[src/rtl/booth_pkg.sv]
// Shared definitions for the radix-4 Booth partial-product accumulator:
// default operand width, group count, FSM encoding and a single-group decode helper.
package booth_pkg;

  localparam int DEFAULT_WIDTH  = 8;
  localparam int DEFAULT_GROUPS = DEFAULT_WIDTH / 2;
  localparam int DEFAULT_PW     = 2 * DEFAULT_WIDTH;

  typedef enum logic [1:0] {
    IDLE = 2'd0,
    ACC  = 2'd1,
    DONE = 2'd2
  } state_t;

  // Zero wins over double/invert so encoder groups 000/111 decode to 0.
  function automatic logic signed [DEFAULT_PW-1:0] booth_pp(
    input logic signed [DEFAULT_PW-1:0] xs,
    input logic                         dbl,
    input logic                         inv,
    input logic                         zro
  );
    logic signed [DEFAULT_PW-1:0] mag;
    logic signed [DEFAULT_PW-1:0] one;
    one = 1;
    mag = dbl ? (xs <<< 1) : xs;
    if (zro)
      return '0;
    else if (inv)
      return ~mag + one;
    else
      return mag;
  endfunction

endpackage

[src/rtl/booth_pp_gen.sv]
// Combinational decode of one Booth group into a signed partial product
// (0, +/-X, +/-2X) at full product width.
module booth_pp_gen
  import booth_pkg::*;
#(
  parameter int WIDTH = DEFAULT_WIDTH
) (
  input  logic signed [2*WIDTH-1:0] xs,
  input  logic                      dbl,
  input  logic                      inv,
  input  logic                      zro,
  output logic signed [2*WIDTH-1:0] pp
);

  localparam logic signed [2*WIDTH-1:0] ONE = 1;

  logic signed [2*WIDTH-1:0] mag;

  always_comb begin
    mag = dbl ? (xs <<< 1) : xs;
    if (zro)
      pp = '0;
    else if (inv)
      pp = ~mag + ONE;
    else
      pp = mag;
  end

endmodule

[src/rtl/booth_pp_accumulator.sv]
// Radix-4 Booth consumer: decodes one group per cycle, shifts it into place
// and accumulates the signed product; valid/ready handshake on both sides.
module booth_pp_accumulator
  import booth_pkg::*;
#(
  parameter int WIDTH = DEFAULT_WIDTH
) (
  input  logic                      clk,
  input  logic                      rst,
  input  logic                      in_valid,
  output logic                      in_ready,
  input  logic signed [WIDTH-1:0]   X,
  input  logic [WIDTH/2-1:0]        double_X,
  input  logic [WIDTH/2-1:0]        invert_X,
  input  logic [WIDTH/2-1:0]        zero_X,
  output logic                      out_valid,
  input  logic                      out_ready,
  output logic signed [2*WIDTH-1:0] product
);

  localparam int GROUPS = WIDTH / 2;
  localparam int PW     = 2 * WIDTH;
  localparam int CNT_W  = (GROUPS > 1) ? $clog2(GROUPS) : 1;
  localparam logic [CNT_W-1:0] CNT_LAST = CNT_W'(GROUPS - 1);

  state_t                  state_p0, state_nx;
  logic [CNT_W-1:0]        cnt_p0;
  logic signed [WIDTH-1:0] x_p0;
  logic [GROUPS-1:0]       dbl_p0, inv_p0, zro_p0;
  logic signed [PW-1:0]    acc_p1;

  logic signed [PW-1:0]    xs;
  logic signed [PW-1:0]    pp;
  logic signed [PW-1:0]    pp_sh;

  assign xs    = $signed({{WIDTH{x_p0[WIDTH-1]}}, x_p0});
  assign pp_sh = pp <<< {cnt_p0, 1'b0};

  booth_pp_gen #(
    .WIDTH (WIDTH)
  ) u_pp_gen (
    .xs  (xs),
    .dbl (dbl_p0[cnt_p0]),
    .inv (inv_p0[cnt_p0]),
    .zro (zro_p0[cnt_p0]),
    .pp  (pp)
  );

  always_comb begin
    state_nx  = state_p0;
    in_ready  = 1'b0;
    out_valid = 1'b0;
    case (state_p0)
      IDLE: begin
        in_ready = 1'b1;
        if (in_valid) state_nx = ACC;
      end
      ACC: begin
        if (cnt_p0 == CNT_LAST) state_nx = DONE;
      end
      DONE: begin
        out_valid = 1'b1;
        if (out_ready) state_nx = IDLE;
      end
      default: state_nx = IDLE;
    endcase
  end

  // Stage p0 captures operands on accept; stage p1 is the running accumulator.
  always_ff @(posedge clk) begin
    if (rst) begin
      state_p0 <= IDLE;
      cnt_p0   <= '0;
      acc_p1   <= '0;
    end else begin
      state_p0 <= state_nx;
      case (state_p0)
        IDLE: begin
          if (in_valid) begin
            x_p0   <= X;
            dbl_p0 <= double_X;
            inv_p0 <= invert_X;
            zro_p0 <= zero_X;
            acc_p1 <= '0;
            cnt_p0 <= '0;
          end
        end
        ACC: begin
          acc_p1 <= acc_p1 + pp_sh;
          cnt_p0 <= cnt_p0 + 1'b1;
        end
        default: ;
      endcase
    end
  end

  assign product = acc_p1;

endmodule
[config.mk]
export PLATFORM = sky130hd
export DESIGN_NAME = booth_pp_accumulator
export DESIGN_NICKNAME = d
export VERILOG_FILES = /design/src/rtl/booth_pkg.sv /design/src/rtl/booth_pp_gen.sv /design/src/rtl/booth_pp_accumulator.sv
export SDC_FILE = /design/constraint.sdc
export NUM_CORES = 1
export LEC_CHECK = 0
export CORE_ASPECT_RATIO = 0.8
export CORE_UTILIZATION = 24
export DETAILED_ROUTE_END_ITERATION = 10
export HOLD_SLACK_MARGIN = 0.03
export PLACE_DENSITY = 0.44
export RECOVER_POWER = 100
export SLEW_MARGIN = 10
export SYNTH_ARGS = -nofsm -noshare
export SYNTH_HDL_FRONTEND = slang
export SYNTH_SLANG_ARGS = --single-unit
[constraint.sdc]
create_clock -name clk -period 4.5 [get_ports clk]
set_input_delay 0.675 -clock clk [delete_from_list [all_inputs] [get_ports clk]]
set_output_delay 0.675 -clock clk [all_outputs]
set_load 0.05 [all_outputs]
==> flow_metrics.env <==
export IMPL_powerDensity_nw_per_um2=302
export IMPL_num_fill_cells=1218
export IMPL_synth_fp_nets=357
export IMPL_yosys_area_top_type="edfxtp_1"
export IMPL_num_rows=35
export IMPL_fin_skew_ns=0.00910
export IMPL_period_share=0.994
export IMPL_routed_via_count=2609
export IMPL_pre_cts_slack_ns=-0.150
export IMPL_cts_clk_slew_worst_paths_ns=0.07
export IMPL_grt_usage=0.126
export IMPL_grt_max_degree=22
export IMPL_worst_slew_pin_slew_ns=1.06
export IMPL_wl_per_cell_um=14.2
export IMPL_die_w_um=123
export IMPL_synth_cells=313
export IMPL_drtPass1Iterations=4
export IMPL_drt_first_iter_violations=101
export IMPL_synthTopCellsByArea="edfxtp_1, dfxtp_1, ha_1"
export IMPL_grt_antenna_before_repair=0
export IMPL_cp_slowest_cell="mux4_2"
export IMPL_portBuffers=41
export IMPL_remaining_drc_errors=0
export IMPL_tritoncts="yes"
export IMPL_critPathMaxFanout=6
export IMPL_drive_above_1_share=0.218
export IMPL_core_area_um2=11500
export IMPL_async_reset_ff_frac=0
export IMPL_cp_slowest_stage_delay_ns=0.52
export IMPL_die_area_um2=12200
export IMPL_antennaDiodeCount=0
export IMPL_multi_input_comb_area_um2=1870
export IMPL_grt_ovfl_total=0
export IMPL_finalHoldViolations=0
export IMPL_critical_path_required_ns=4.71
export IMPL_period_needed_ns=4.47
export IMPL_peakVddDrop_v=0.000126
export IMPL_use_met2=0.180
export IMPL_rsz0062_at_grt="true"
export IMPL_cts_htree_levels=2
export IMPL_worst_ep_arrival_time_ns=4.68
export IMPL_clock_sinks=40
export IMPL_worstPathBufferInverterCount=2
export IMPL_met3_usage=0.0231
export IMPL_area_growth_pct=39.9
export IMPL_postSynthAreaPerCell_um2=9.03
export IMPL_grt_busiest_layer="met1"
export IMPL_met1_usage=0.190
export IMPL_yosys_register_bits=40
export IMPL_cts_buffer_depth=2
export IMPL_synth_top_flop_cell="edfxtp_1"
export IMPL_cp_top_family="simple AND/OR/NAND/NOR gates"
export IMPL_critical_path_cell_chain="mux4_2 -> mux2i_2 -> ha_2 -> nand2b_4 -> a2111o_1 -> or3_4 -> buf_4 -> o21ai_1 -> a21oi_1 -> or3_1 -> o21ai_2 -> ha_4 -> and3_4 -> a211oi_2 -> buf_4 -> o21a_1 -> nor4b_2 -> or3_1 -> a31oi_1"
export IMPL_cts_root_buf="clkbuf_16"
export IMPL_die_h_um=99.1
export IMPL_viasPerCell=4.89
export IMPL_critPathKind="reg -> reg"
export IMPL_synth_cell_types=54
export IMPL_most_common_layout_cells="nor2_1, dlygate4sd3_1, buf_4"
export IMPL_regArea_um2=1000
export IMPL_finalNetCount=428
export IMPL_synth_top_area_share=0.212
export IMPL_insertion_delay_ns=0.29
export IMPL_slew_violations=0
export IMPL_crit_path_end_kind="register"
export IMPL_final_setup_worst_slack_ns=0.0269
export IMPL_seq_area_frac_synth=0.354
export IMPL_cts_buffers_inserted=5
export IMPL_dp_hpwl_um=5620
export IMPL_yosys_warnings=0
export IMPL_synth_area_um2=2830
export IMPL_holdWs_ns=0.521
export IMPL_grt_pass1_vias=2442
export IMPL_max_clock_freq_mhz=224
export IMPL_outcome="finished clean"
export IMPL_setup_viol=0
export IMPL_grt_pass1_wl_um=12200
export IMPL_wirelength_um=7570
export IMPL_initial_core_util=0.246
export IMPL_min_path_type="reg -> reg"
export IMPL_cts_hold_buf=0
export IMPL_fin_util=0.345
export IMPL_drtAntennaViolNets=0
export IMPL_slew_headroom=0.296
export IMPL_ios=42
export IMPL_leakagePower_nw=1.62
export IMPL_place_gp_congestion=0.842
export IMPL_synth_edf_count=20
export IMPL_layout_commonest_cell="nor2_1"
export IMPL_worstSetupStartpointType="register"
export IMPL_p_total_mw=1.20
export IMPL_cap_viol_max_count=0
==> flip-flops by register name (all words and copies together) (netlist names) <==
signal,count
x_p0,8
zro_p0,4
product,16
dbl_p0,4
state_p0,2
inv_p0,4
cnt_p0,2
==> kinds of logic (layout without fill, tap and decap cells) <==
kind of cell | after synthesis | after routing | synth area share
AO/OA/AOI/OAI | 106 | 106 | 0.250
AND/OR/NAND/NOR | 97 | 97 | 0.167
flip-flops | 40 | 40 | 0.354
buffers and inverters | 24 | 96 | 0.0376
adder cells (fa/ha/maj) | 20 | 20 | 0.0912
multiplexers | 14 | 14 | 0.0633
XOR/XNOR | 12 | 12 | 0.0372
==> Yosys cell counts, drive strengths merged (5+ instances only) <==
cell type and number:
a211oi 8, a21o 7, a21oi 27, a22oi 14
a31oi 6, clkbuf 13, dfxtp 20, edfxtp 20
ha 19, inv 8, mux2i 10, nand2 13
nand2b 7, nand3 5, nor2 41, nor3 10
o21ai 16, or2 5, xnor2 10
==> stage by stage <==
step	area (µm²)	setup TNS, ns	cells
final	3950	0	533
after global routing	3950	-0.542	533
after CTS	3830	0	530
after detailed placement	3590	-0.178	516
after global placement	3590	0	516
after floorplan	2840	0	313
==> path summary, 6_finish.rpt <==
kind,start,to,slack [ns],cells past startpoint
worst max-delay path,dbl_p0[3],product[15],0.03,19
worst min-delay path,product[10],product[10],0.52,2
worst max register to register,dbl_p0[3],product[15],0.03,19
worst min register to register,product[10],product[10],0.52,2
==> per-layer routing <==
metal / wire length, µm / share of wire
met4: 60 / 0.0079
met1: 4110 / 0.54
met3: 223 / 0.029
met2: 3180 / 0.42
met5: 0 / 0
==> what timing repair did <==
action | in CTS | in global routing
setup endpoints to repair | 4 | 6
buffers inserted | 6 | 3
resized for setup | 8 | 19
pin swaps | 10 | 15
==> worst register-to-register path, cell delays in order (launching register included) <==
cell      delay [ns]
edfxtp_1        0.39
mux4_2          0.52
mux2i_2         0.22
ha_2            0.24
nand2b_4        0.06
a2111o_1        0.38
or3_4           0.35
buf_4           0.15
o21ai_1         0.11
a21oi_1         0.07
or3_1           0.39
o21ai_2         0.10
ha_4            0.25
and3_4          0.16
a211oi_2        0.24
buf_4           0.15
o21a_1          0.12
nor4b_2         0.05
or3_1           0.32
a31oi_1         0.13
==> final cells by class <==
class / instances / area share
multi-input cells: 249 / 0.472
repair buffers: 80 / 0.177
inverters: 8 / 0.00759
well taps: 148 / 0.0468
flip-flops and latches: 40 / 0.253
clock inverters: 3 / 0.0117
clock buffers: 5 / 0.0316
==> where the power goes <==
part / switching, mW / internal [mW] / total, mW
combinational: 0.188 / 0.151 / 0.340
sequential: 0.0169 / 0.402 / 0.418
clock: 0.173 / 0.264 / 0.438
total: 0.379 / 0.817 / 1.20
No activity file was read; power rests on OpenSTA's default activity.
